[src/rtl/mem_stage_sb.sv]
// Memory stage with a circular store buffer, store-to-load forwarding and a
// single-outstanding bus master (IDLE / ST_BUS / LD_BUS).

// Per-entry address compare: hit on same word, covered when every byte the
// load needs is present in the entry's strobe.
module sb_match #(
    parameter int XLEN = 32
) (
    input  logic              ent_vld,
    input  logic [XLEN-3:0]   ent_addr,
    input  logic [XLEN/8-1:0] ent_strb,
    input  logic [XLEN-3:0]   ld_addr,
    input  logic [XLEN/8-1:0] ld_need,
    output logic              hit,
    output logic              covered
);
    assign hit     = ent_vld && (ent_addr == ld_addr);
    assign covered = ((ent_strb & ld_need) == ld_need);
endmodule

module mem_stage_sb #(
    parameter int XLEN     = 32,
    parameter int SB_DEPTH = 4
) (
    input  logic              i_clk,
    input  logic              i_rst,
    input  logic              i_valid,
    input  logic [2:0]        i_f3,
    input  logic              i_mem_write,
    input  logic              i_mem_read,
    input  logic [XLEN-1:0]   i_addr,
    input  logic [XLEN-1:0]   i_wr_data,
    output logic [XLEN-1:0]   o_rd,
    output logic              o_rd_valid,
    output logic              o_stall,
    output logic              o_ex_ld,
    output logic              o_ex_st,
    output logic              o_sb_empty,
    output logic              o_mem_req,
    output logic              o_mem_we,
    output logic [XLEN-1:0]   o_mem_addr,
    output logic [XLEN-1:0]   o_mem_wdata,
    output logic [XLEN/8-1:0] o_mem_wstrb,
    input  logic              i_mem_ack,
    input  logic [XLEN-1:0]   i_mem_rdata
);
    localparam int NB = XLEN / 8;
    localparam int PW = $clog2(SB_DEPTH);
    localparam int CW = PW + 1;
    localparam int AW = XLEN - 2;
    localparam logic [CW-1:0] FULL = CW'(SB_DEPTH);

    typedef struct packed {
        logic [AW-1:0]   addr;
        logic [XLEN-1:0] data;
        logic [NB-1:0]   strb;
    } sb_ent_t;

    typedef enum logic [1:0] {IDLE, ST_BUS, LD_BUS} state_t;

    state_t          state, state_nx;
    sb_ent_t         sb_q [SB_DEPTH];
    logic [PW-1:0]   head, tail, idx;
    logic [CW-1:0]   count;
    logic            quiet_q;
    logic [XLEN-1:0] mem_addr_q, mem_wdata_q;
    logic [NB-1:0]   mem_wstrb_q;

    logic            quiet, f3_ok_ld, f3_ok_st, mis, ld_ok, st_ok;
    logic            push, pop, ld_mem, fwd, ld_done, any_hit, y_cov;
    logic [NB-1:0]   need;
    logic [XLEN-1:0] st_data, y_data;
    logic [SB_DEPTH-1:0] ent_vld, hit, cov;

    // Lane select then sign/zero extension according to funct3.
    function automatic logic [XLEN-1:0] ld_ext(input logic [XLEN-1:0] w,
                                               input logic [1:0] a,
                                               input logic [2:0] f3);
        logic [XLEN-1:0] s;
        s = w >> {a, 3'b000};
        case (f3[1:0])
            2'b00:   ld_ext = f3[2] ? {{(XLEN-8){1'b0}}, s[7:0]}
                                    : {{(XLEN-8){s[7]}}, s[7:0]};
            2'b01:   ld_ext = f3[2] ? {{(XLEN-16){1'b0}}, s[15:0]}
                                    : {{(XLEN-16){s[15]}}, s[15:0]};
            default: ld_ext = s;
        endcase
    endfunction

    // The cycle after reset stays silent: no request is accepted or reported.
    assign quiet = !i_rst || quiet_q;

    // Access decode, alignment and byte-lane masks.
    always_comb begin
        f3_ok_ld = i_f3 inside {3'b000, 3'b001, 3'b010, 3'b100, 3'b101};
        f3_ok_st = i_f3 inside {3'b000, 3'b001, 3'b010};
        mis      = ((i_f3[1:0] == 2'b01) && i_addr[0]) ||
                   ((i_f3[1:0] == 2'b10) && (i_addr[1:0] != 2'b00));
        case (i_f3[1:0])
            2'b00:   need = NB'(1) << i_addr[1:0];
            2'b01:   need = NB'(3) << i_addr[1:0];
            default: need = '1;
        endcase
        st_data = i_wr_data << {i_addr[1:0], 3'b000};
    end

    assign o_ex_ld = i_valid && i_mem_read  && (!f3_ok_ld || mis);
    assign o_ex_st = i_valid && i_mem_write && (!f3_ok_st || mis);
    assign ld_ok   = i_valid && !quiet && i_mem_read  && f3_ok_ld && !mis;
    assign st_ok   = i_valid && !quiet && i_mem_write && f3_ok_st && !mis;

    for (genvar g = 0; g < SB_DEPTH; g++) begin : g_ent
        logic [PW-1:0] age;
        assign age        = PW'(g) - head;
        assign ent_vld[g] = {1'b0, age} < count;
        sb_match #(.XLEN(XLEN)) u_match (
            .ent_vld  (ent_vld[g]),
            .ent_addr (sb_q[g].addr),
            .ent_strb (sb_q[g].strb),
            .ld_addr  (i_addr[XLEN-1:2]),
            .ld_need  (need),
            .hit      (hit[g]),
            .covered  (cov[g])
        );
    end

    // Walk oldest to youngest so the last hit seen is the youngest match.
    always_comb begin
        any_hit = 1'b0;
        y_cov   = 1'b0;
        y_data  = '0;
        idx     = '0;
        for (int k = 0; k < SB_DEPTH; k++) begin
            idx = head + PW'(k);
            if (hit[idx]) begin
                any_hit = 1'b1;
                y_cov   = cov[idx];
                y_data  = sb_q[idx].data;
            end
        end
    end

    assign fwd     = ld_ok && any_hit && y_cov;
    assign ld_mem  = ld_ok && !any_hit;
    assign ld_done = (state == LD_BUS) && i_mem_ack;
    assign push    = st_ok && (count != FULL);
    assign pop     = (state == ST_BUS) && i_mem_ack;

    // Load result, forwarding and stall generation.
    always_comb begin
        o_rd_valid = 1'b0;
        o_rd       = '0;
        o_stall    = 1'b0;
        if (!quiet) begin
            if (ld_done) begin
                o_rd_valid = 1'b1;
                o_rd       = ld_ext(i_mem_rdata, i_addr[1:0], i_f3);
            end else if (fwd) begin
                o_rd_valid = 1'b1;
                o_rd       = ld_ext(y_data, i_addr[1:0], i_f3);
            end else if (ld_ok) begin
                o_stall = 1'b1;
            end else if (st_ok && (count == FULL)) begin
                o_stall = 1'b1;
            end
        end
    end

    // Bus FSM next state: pending loads win over draining.
    always_comb begin
        state_nx = state;
        case (state)
            IDLE: begin
                if (ld_mem)              state_nx = LD_BUS;
                else if (count != '0)    state_nx = ST_BUS;
            end
            ST_BUS:  if (i_mem_ack) state_nx = IDLE;
            LD_BUS:  if (i_mem_ack) state_nx = IDLE;
            default: state_nx = IDLE;
        endcase
    end

    // State, pointers, count and the held bus request fields.
    always_ff @(posedge i_clk) begin
        if (!i_rst) begin
            state       <= IDLE;
            head        <= '0;
            tail        <= '0;
            count       <= '0;
            quiet_q     <= 1'b1;
            mem_addr_q  <= '0;
            mem_wdata_q <= '0;
            mem_wstrb_q <= '0;
        end else begin
            quiet_q <= 1'b0;
            state   <= state_nx;
            if (push) tail <= tail + 1'b1;
            if (pop)  head <= head + 1'b1;
            count <= count + CW'(push) - CW'(pop);
            if (state == IDLE && state_nx == ST_BUS) begin
                mem_addr_q  <= {sb_q[head].addr, 2'b00};
                mem_wdata_q <= sb_q[head].data;
                mem_wstrb_q <= sb_q[head].strb;
            end else if (state == IDLE && state_nx == LD_BUS) begin
                mem_addr_q  <= {i_addr[XLEN-1:2], 2'b00};
                mem_wdata_q <= '0;
                mem_wstrb_q <= '0;
            end
        end
    end

    // Entry storage; validity lives in head/count so no reset is needed.
    always_ff @(posedge i_clk) begin
        if (push) sb_q[tail] <= '{addr: i_addr[XLEN-1:2], data: st_data, strb: need};
    end

    assign o_mem_req   = i_rst && (state != IDLE);
    assign o_mem_we    = o_mem_req && (state == ST_BUS);
    assign o_mem_addr  = mem_addr_q;
    assign o_mem_wdata = mem_wdata_q;
    assign o_mem_wstrb = mem_wstrb_q;
    assign o_sb_empty  = !i_rst || ((count == '0) && (state != ST_BUS));
endmodule

[config.mk]
export PLATFORM = sky130hd
export DESIGN_NAME = mem_stage_sb
export DESIGN_NICKNAME = d
export VERILOG_FILES = /design/src/rtl/mem_stage_sb.sv
export SDC_FILE = /design/constraint.sdc
export NUM_CORES = 1
export LEC_CHECK = 0
export CAP_MARGIN = 5
export CORE_UTILIZATION = 27
export DETAILED_ROUTE_END_ITERATION = 10
export PLACE_DENSITY_LB_ADDON = 0.3
export SLEW_MARGIN = 20
export SYNTH_ARGS = -nofsm -noshare
export SYNTH_HDL_FRONTEND = slang
export SYNTH_SLANG_ARGS = --single-unit
[constraint.sdc]
create_clock -name i_clk -period 6.3 [get_ports i_clk]
set_clock_uncertainty 0.15 [all_clocks]
set_input_delay 1.26 -clock i_clk [delete_from_list [all_inputs] [get_ports i_clk]]
set_output_delay 1.26 -clock i_clk [all_outputs]
set_load 0.05 [all_outputs]
==> impl_summary.md, run 1 <==
Status
The flow ran to the end, but the final reports show violations. The checks that failed: design-rule violations, negative setup slack.

Clocking
The CTS tree is yes. The number of buffers on the longest clock path is 3. Clock latency on the worst-skew pair, taken at its later pin, is 550 ps. The number of buffers inserted for hold repair after clock tree synthesis is 0. The count of H-tree levels built during CTS is 2. The number of clock buffers added by TritonCTS is 39. The clock sink count is 342. Clock-pin slew was measured on the worst setup and hold paths at 60 ps. The tree is rooted in a sky130_fd_sc_hd__clkbuf_16.

Power
The maximum ir drop on the vdd rail is 0.000289 V. The proportion of power drawn by flip-flops and latches is 36.0%. Cell internal power was estimated by the tool at 0.00498 W. Of the total power, the share spent switching nets is 36.7%. Summing internal, switching and leakage power gives 0.00786 W.

The power share of the clock group is 28.3%. For this design the ratio of total power to cell area is 285 nW/um2. The leakage power figure is 9.17 nW. The share of total power in combinational logic is 35.7%.

The analysis attributes to net switching a power of 0.00288 W.

Detailed routing
The remaining routing DRC violations is 40. In the routed layout, each cell is associated on average with a via count of 5.31. For this run, the detailed router's first-pass iteration total came to 10. The overall via count from detail_route is 15700. The number of DRC markers in iteration 0 is 1126.

Dividing the detail-routed wire length by the instance count gives 23.8 um. The total wire length after detailed routing is 70.2 mm. The final antenna-violating net count is 0.

Floorplan
The horizontal die dimension is 274 um. The initial utilization of the core area, before any placement, comes to 27.3%. The die covers 75000 um2. After floorplanning, the core was divided into 99 placement rows. The top-level port count is 212. Measured along the y axis, the die boundary spans 274 um. The area of the placeable core is 73100 um2.

Setup path
The critical path goes through buf_6 -> buf_8 -> xnor2_4 -> buf_4 -> nand2_2 -> or4bb_4 -> or3_1 -> mux4_2 -> buf_6 -> o221a_4 -> a2bb2oi_4 -> buf_6 -> a31oi_4 -> a31oi_4 -> buf_6 -> o211ai_1 -> clkbuf_16. Among all stages on the critical path, the largest delay is contributed by sky130_fd_sc_hd__mux4_2. The worst setup path is captured at a primary output. Of all nets on the critical path, the largest fanout is 6. In this design, the stage delay of the slowest critical-path cell is 610 ps. The dominant cell type by count on the critical path is sky130_fd_sc_hd__buf_6.

The critical setup path kind is in -> out. Data on the critical path is required at its endpoint by 4890 ps. STA classifies the critical path startpoint as an input port. The arrival time of the worst setup path is 5010 ps.

STA
Based on the critical path, the design can be clocked at up to 156 MHz. The number of failing hold endpoints at the final stage is 0. Headroom to the max-slew limit came out at 34.4%.

At the pin with the least slew margin, the transition time is 984 ps. The max-slew violation total from the final report is 0. Subtracting the final worst setup slack from the clock period gives 6420 ps. Setup violations remaining at the end of the flow were counted as 26. The sum of negative setup slack is -2060 ps.

Across all hold checks on the routed design, the worst slack comes to 329 ps. The worst path uses 102% of the clock period. The setup slack of the critical path after layout is -119 ps.

Setup repair after global routing could not meet its margin everywhere.

Synthesis
The synthesized design devotes to its leading area cell type 39.7% of total area. By count the netlist is led by sky130_fd_sc_hd__edfxtp_1 (264), sky130_fd_sc_hd__mux2i_1 (117), sky130_fd_sc_hd__nand2_1 (105), sky130_fd_sc_hd__mux4_2 (101). The share of the Yosys chip area taken by registers is 47.6%.

In this run the mean area of a mapped cell was 12.2 um2. After synthesis, the cell types taking the most area are sky130_fd_sc_hd__edfxtp_1 (40%), sky130_fd_sc_hd__mux4_2 (11%), sky130_fd_sc_hd__dfxtp_1 (7.8%). The cell type with the largest total area after synthesis is sky130_fd_sc_hd__edfxtp_1.

Synthesis handed over a netlist of 1632 instances. After synthesis the netlist holds a flip-flop and latch count of 342. The library cell with the highest instance count after synthesis is sky130_fd_sc_hd__edfxtp_1. Summing every instance area after synthesis gives 20000 um2. The count of cell types in the netlist is 86. The most used flip-flop cell after synthesis is sky130_fd_sc_hd__edfxtp_1. Yosys mapped a number of flops with a built-in enable equal to 264. Yosys printed 0 warnings. The async set or reset register ratio after synthesis is 0%.

Global routing
Entering global routing, the biggest net connects 103 pins. The remaining global-route overflow is 0. The number of global-route vias before repair is 15800. The global-route wire length before repair is 103 mm. The number of antenna violations at the first check in global routing is 2. The global-route usage over all layers is 18.2%.

Place
Port buffering added 209 buffers. The detailed placement HPWL is 48.8 mm. At the end of routability-driven placement, the weighted congestion stood at 0.923. Prior to clock tree synthesis, the placed netlist has a worst setup slack of -842 ps.

Finish
The net count of the finished layout is 2082. In the final layout, the share of cells above drive strength 1 is 33.6%. The relative area change from synthesis to final layout is 38.3%.

Hold path
The worst hold path belongs to the class reg -> reg.

Job
The tool flagged a number of max-cap violations equal to 0.
[final cells by class]
| cell class | count | area, um2 |
|---|---|---|
| Tap cell | 959 | 1200 |
| Inverter | 20 | 75.1 |
| Fill cell | 6906 | 45500 |
| Clock buffer | 47 | 1040 |
| Sequential cell | 342 | 9500 |
| Multi-Input combinational cell | 1126 | 11000 |
| Timing Repair Buffer | 433 | 4550 |
| Clock inverter | 24 | 205 |
| Antenna cell | 1 | 2.50 |
[cells by family after synthesis]
family,Yosys count,share of synthesized area (%)
adder cells (fa/ha/maj),15,0.978
multiplexers,264,19.9
buffers and inverters,165,3.50
flip-flops,342,47.6
AND/OR/NAND/NOR,371,9.20
AO/OA/AOI/OAI,348,13.3
XOR/XNOR,126,5.53
other,1,0.0188
[critical path, delay by kind of cell]
kind | cells | cell delay (ps)
xor+xnor | 1 | 130
compound gates | 5 | 970
mux | 1 | 610
simple gates | 3 | 970
buf+inv | 7 | 1040
[per-layer routing]
layer | wire (um) | global-route usage [%] | vias to the layer above
li1 | - | - | 7036
met5 | 27 | 0 | -
met2 | 33500 | 29.7 | 536
met3 | 4430 | 3.05 | 115
met1 | 30400 | 24.6 | 7983
met4 | 1940 | 5.35 | 4
[registers in the layout (all words and copies together), names as in the netlist, named ones only]
signal	flops
o_mem_wstrb	4
tail	2
sb_q	264
quiet_q	1
o_mem_wdata	32
state	2
head	2
o_mem_addr	30
count	3
[stage by stage]
step	utilization, %	instance area (um2)	std cells
floorplan	-	20100	1633
global placement	33.8	24700	2840
detailed placement	33.8	24700	2840
CTS	36.9	27000	2940
global route	37.8	27600	2951
finish	37.8	27600	2952
[power groups by stage]
stage          clock, W  combinational [W]  sequential (W)
4_1_cts         0.00227            0.00278         0.00284
2_1_floorplan         0            0.00114         0.00344
3_3_place_gp          0            0.00270         0.00288
6_report        0.00223            0.00280         0.00283
5_1_grt         0.00235            0.00297         0.00286
3_5_place_dp          0            0.00272         0.00288
[worst paths after layout]
| check | end | start | slack (ps) | cells past startpoint |
|---|---|---|---|---|
| max | o_rd[19] | i_addr[24] | -120 | 17 |
| min | o_mem_wdata[26] | o_mem_wdata[26] | 330 | 1 |
| max reg2reg | o_mem_addr[17] | head[1] | 1890 | 16 |
| min reg2reg | o_mem_wdata[26] | o_mem_wdata[26] | 330 | 1 |
[placed cells by master, fill, tap and decap left out, types with 43 or more instances in the layout]
cell type	n
sky130_fd_sc_hd__edfxtp_1	264
sky130_fd_sc_hd__buf_4	164
sky130_fd_sc_hd__clkdlybuf4s50_1	143
sky130_fd_sc_hd__mux2i_1	117
sky130_fd_sc_hd__nand2_1	101
sky130_fd_sc_hd__mux4_2	101
sky130_fd_sc_hd__nor2_1	90
sky130_fd_sc_hd__dfxtp_1	74
sky130_fd_sc_hd__o21ai_0	60
sky130_fd_sc_hd__xor2_1	59
sky130_fd_sc_hd__buf_12	54
sky130_fd_sc_hd__a21oi_1	51
sky130_fd_sc_hd__buf_6	47
sky130_fd_sc_hd__a211oi_1	44
sky130_fd_sc_hd__mux2_2	43
[what timing repair did]
item / in CTS / in global routing
resized for setup: 265 / 101
pin swaps: 68 / 45
gates cloned: 1 / 2
endpoints found under the setup margin: 34 / 32
setup buffers: 29 / 12
hold endpoints to repair: 0 / 0
Power figures use the tool's default switching activity.
==> run 2: changes to the inputs <==
- CTS_CLUSTER_DIAMETER: not set -> 100
- GPL_TIMING_DRIVEN: not set -> 0
==> impl_summary.md, run 2 (synthesis gave the netlist of run 1 again) <==
Clocking
The count of H-tree levels built during CTS is 2 (unchanged). The number of buffers inserted for hold repair after clock tree synthesis came to 0 (unchanged). The clock latency on the worst-skew pair is 580 ps (+30 ps).

The clock transition time at the flip-flop clock pins of the worst setup and hold paths is 70 ps (about the same). The clock buffer count from CTS is 38 (-2.6%). The clock sink count is 342 (unchanged).

The CTS tree is yes. In this run the clock root is driven by a sky130_fd_sc_hd__clkbuf_16. The number of buffers on the longest clock path came to 3 (unchanged).

Place
The detailed placement HPWL is 56.4 mm (+16%). The final weighted congestion in routability-driven placement is 0.886 (-4.1%). The worst slack after detailed placement is -2200 ps (-1360 ps). The placed cell area is 23500 um2 (-4.9%). The count of input and output buffers is 208 (-0.48%).

Setup path
The delay of the slowest cell on the worst path was 540 ps (-70 ps). The critical path is of the in -> out type. The number of buffer and inverter stages on the critical path came to 5 (-2). The maximum fanout encountered on the critical timing path is 8 (+2). The arrival time of the worst setup path came to 5200 ps (+190 ps). The critical path endpoint category is a primary output. Traced cell by cell, the critical path runs through buf_6 -> clkbuf_16 -> xnor2_4 -> nand4_1 -> or4_4 -> or3_1 -> mux4_2 -> buf_12 -> nand2_8 -> o221a_4 -> a22oi_4 -> mux2i_4 -> a31oi_4 -> buf_12 -> a311oi_4 -> buf_6. The data required time at the worst endpoint came to 4890 ps (about the same). The critical path's top delay family is simple AND/OR/NAND/NOR gates. The startpoint type of the worst setup path is an input port. The slowest stage of the critical path is the sky130_fd_sc_hd__mux4_2 cell.

Floorplan
The total number of placement rows was 99 (unchanged). The initial cell density of the core is 27.3% (unchanged). The floorplan die area was 75000 um2 (unchanged). The area of the placeable core is 73100 um2 (unchanged). The horizontal die dimension was 274 um (unchanged). The vertical extent of the die came to 274 um (unchanged).

The top-level port count is 212 (unchanged).

Power
The total power is 0.00806 W (+2.4%). The maximum ir drop on the vdd rail is 0.000208 V (-28%). The leakage power figure was 9.03 nW (-1.5%). The power per cell area is 294 nW/um2 (+3.2%).

Finish
The number of flip-flops under the largest register name is 264 (unchanged). The layout filler cell count came to 6947 (+0.59%). The net count of the finished layout is 2079 (-0.14%). The final instance area is 27400 um2 (-0.71%). The combined flip-flop and latch cell area came to 9490 um2 (-0.11%). The area taken by multi-input logic gates is 11500 um2 (+4.1%). The antenna diode instance count is 0 (-1). The relative area change from synthesis to final layout is 37.3%. The register containing the most flip-flops in the final layout is sb_q. The most common cell after layout, fill and taps aside is sky130_fd_sc_hd__edfxtp_1. The fraction of final layout cells with drive strength greater than 1 is 31.2% (-2.5 points). The top cell types in the final layout, fill and taps aside, are sky130_fd_sc_hd__edfxtp_1 (264), sky130_fd_sc_hd__clkdlybuf4s50_1 (144), sky130_fd_sc_hd__mux2i_1 (117).

Detailed routing
The number of search-and-repair iterations in the first detailed-routing pass is 8 (-2). The overall via count from detail_route was 16100 (+2.5%). The remaining routing DRC violations came to 21 (-48%). The number of DRC markers in iteration 0 is 1774 (+58%). The total wire length after detailed routing is 77.0 mm (+9.7%). The routed length per instance is 26.1 um (+9.8%).

The final antenna-violating net count is 0 (unchanged). The ratio of routed vias to standard cells is 5.45 (+2.6%).

STA
The max-slew violation total from the final report is 0 (unchanged). The sum of negative setup slack came to -5900 ps (-3840 ps). Setup repair after global routing could not meet its margin everywhere. The number of failing hold endpoints at the final stage is 0 (unchanged). The maximum achievable frequency is 151 MHz (-2.9%). The worst hold slack after final layout is 331 ps (+1.38 ps). The count of endpoints failing setup in the final report is 31 (+19%). The transition at the pin with the smallest max-transition slack is 1190 ps (+210 ps). The final cycle utilization of the critical path is 105% (+3.1 points).

The clock period minus final worst setup slack came to 6610 ps (+194 ps). The setup slack of the critical path after layout came to -314 ps (-194 ps). The worst-case headroom to the max-slew limit came to 20.1% (-14 points).

Hold path
The class of the most critical hold timing path is reg -> reg.

Global routing
The global-route wire length before repair is 110 mm (+6.8%). The largest net degree at the start of global routing was 41 (-60%). The number of global-route vias before repair was 16000 (+0.97%). The remaining global-route overflow came to 0 (unchanged). The global-route usage over all layers is 20.1% (+1.9 points). The number of antenna violations at the first check in global routing came to 3 (+1).

Job
The max capacitance violation total was 0 (unchanged).

Status
The flow ran to the end, but the final reports show violations. The checks that failed: design-rule violations, negative setup slack.
[run 2: metal layers]
layer	up-vias	part of all wire (%)	GRT usage, %
li1	7047	-	-
met1	8194	42	27.0
met2	671	46	31.6
met3	148	7.8	4.07
met4	4	3.9	7.75
met5	-	0.036	0
[run 2: area by class of cell]
cell class	instances	area share, %
buffer	135	3.57
clock buffer	54	3.99
clock inverter	16	0.758
inverter	20	0.306
multi-input combinational	1126	41.9
sequential	342	34.6
tap	959	4.38
timing repair buffer	296	10.5
[run 2: path summary, 6_finish.rpt]
check,startpoint,end,slack (ps),depth (start not counted)
worst min-delay path,o_mem_wdata[20],o_mem_wdata[20],330,1
worst max-delay path,i_addr[14],o_rd[14],-310,16
worst min register to register,o_mem_wdata[20],o_mem_wdata[20],330,1
worst max register to register,head[1],o_mem_wdata[27],700,18
[run 2: per-stage QoR]
step	cells	utilization [%]
after floorplan	1633	-
after global placement	2800	32.0
after detailed placement	2805	32.2
after CTS	2916	36.3
after global routing	2948	37.5
final	2948	37.5
[run 2: what timing repair did]
action	4_1_cts	5_1_grt
cloned	1	1
pin swaps	66	54
resized for setup	604	156
buffers inserted	45	36
endpoints found under the setup margin	64	34
[run 2: where the power goes]
group	internal, W	switching, W
logic	0.00106	0.00188
clock network	0.00135	0.000955
registers	0.00264	0.000167
[run 2: worst reg2reg max path: stages, from the launching register on]
cell,delay [ps]
sky130_fd_sc_hd__dfxtp_2,330
sky130_fd_sc_hd__clkbuf_8,150
sky130_fd_sc_hd__inv_4,50
sky130_fd_sc_hd__clkbuf_8,130
sky130_fd_sc_hd__clkbuf_16,140
sky130_fd_sc_hd__clkbuf_16,140
sky130_fd_sc_hd__ha_4,210
sky130_fd_sc_hd__nand2b_4,130
sky130_fd_sc_hd__or4bb_4,220
sky130_fd_sc_hd__buf_4,110
sky130_fd_sc_hd__nor3_4,40
sky130_fd_sc_hd__mux4_2,510
sky130_fd_sc_hd__buf_12,150
sky130_fd_sc_hd__buf_6,140
sky130_fd_sc_hd__nor3b_1,480
sky130_fd_sc_hd__nand4b_1,540
sky130_fd_sc_hd__nor3b_2,1060
sky130_fd_sc_hd__clkbuf_1,600
sky130_fd_sc_hd__a22o_1,260
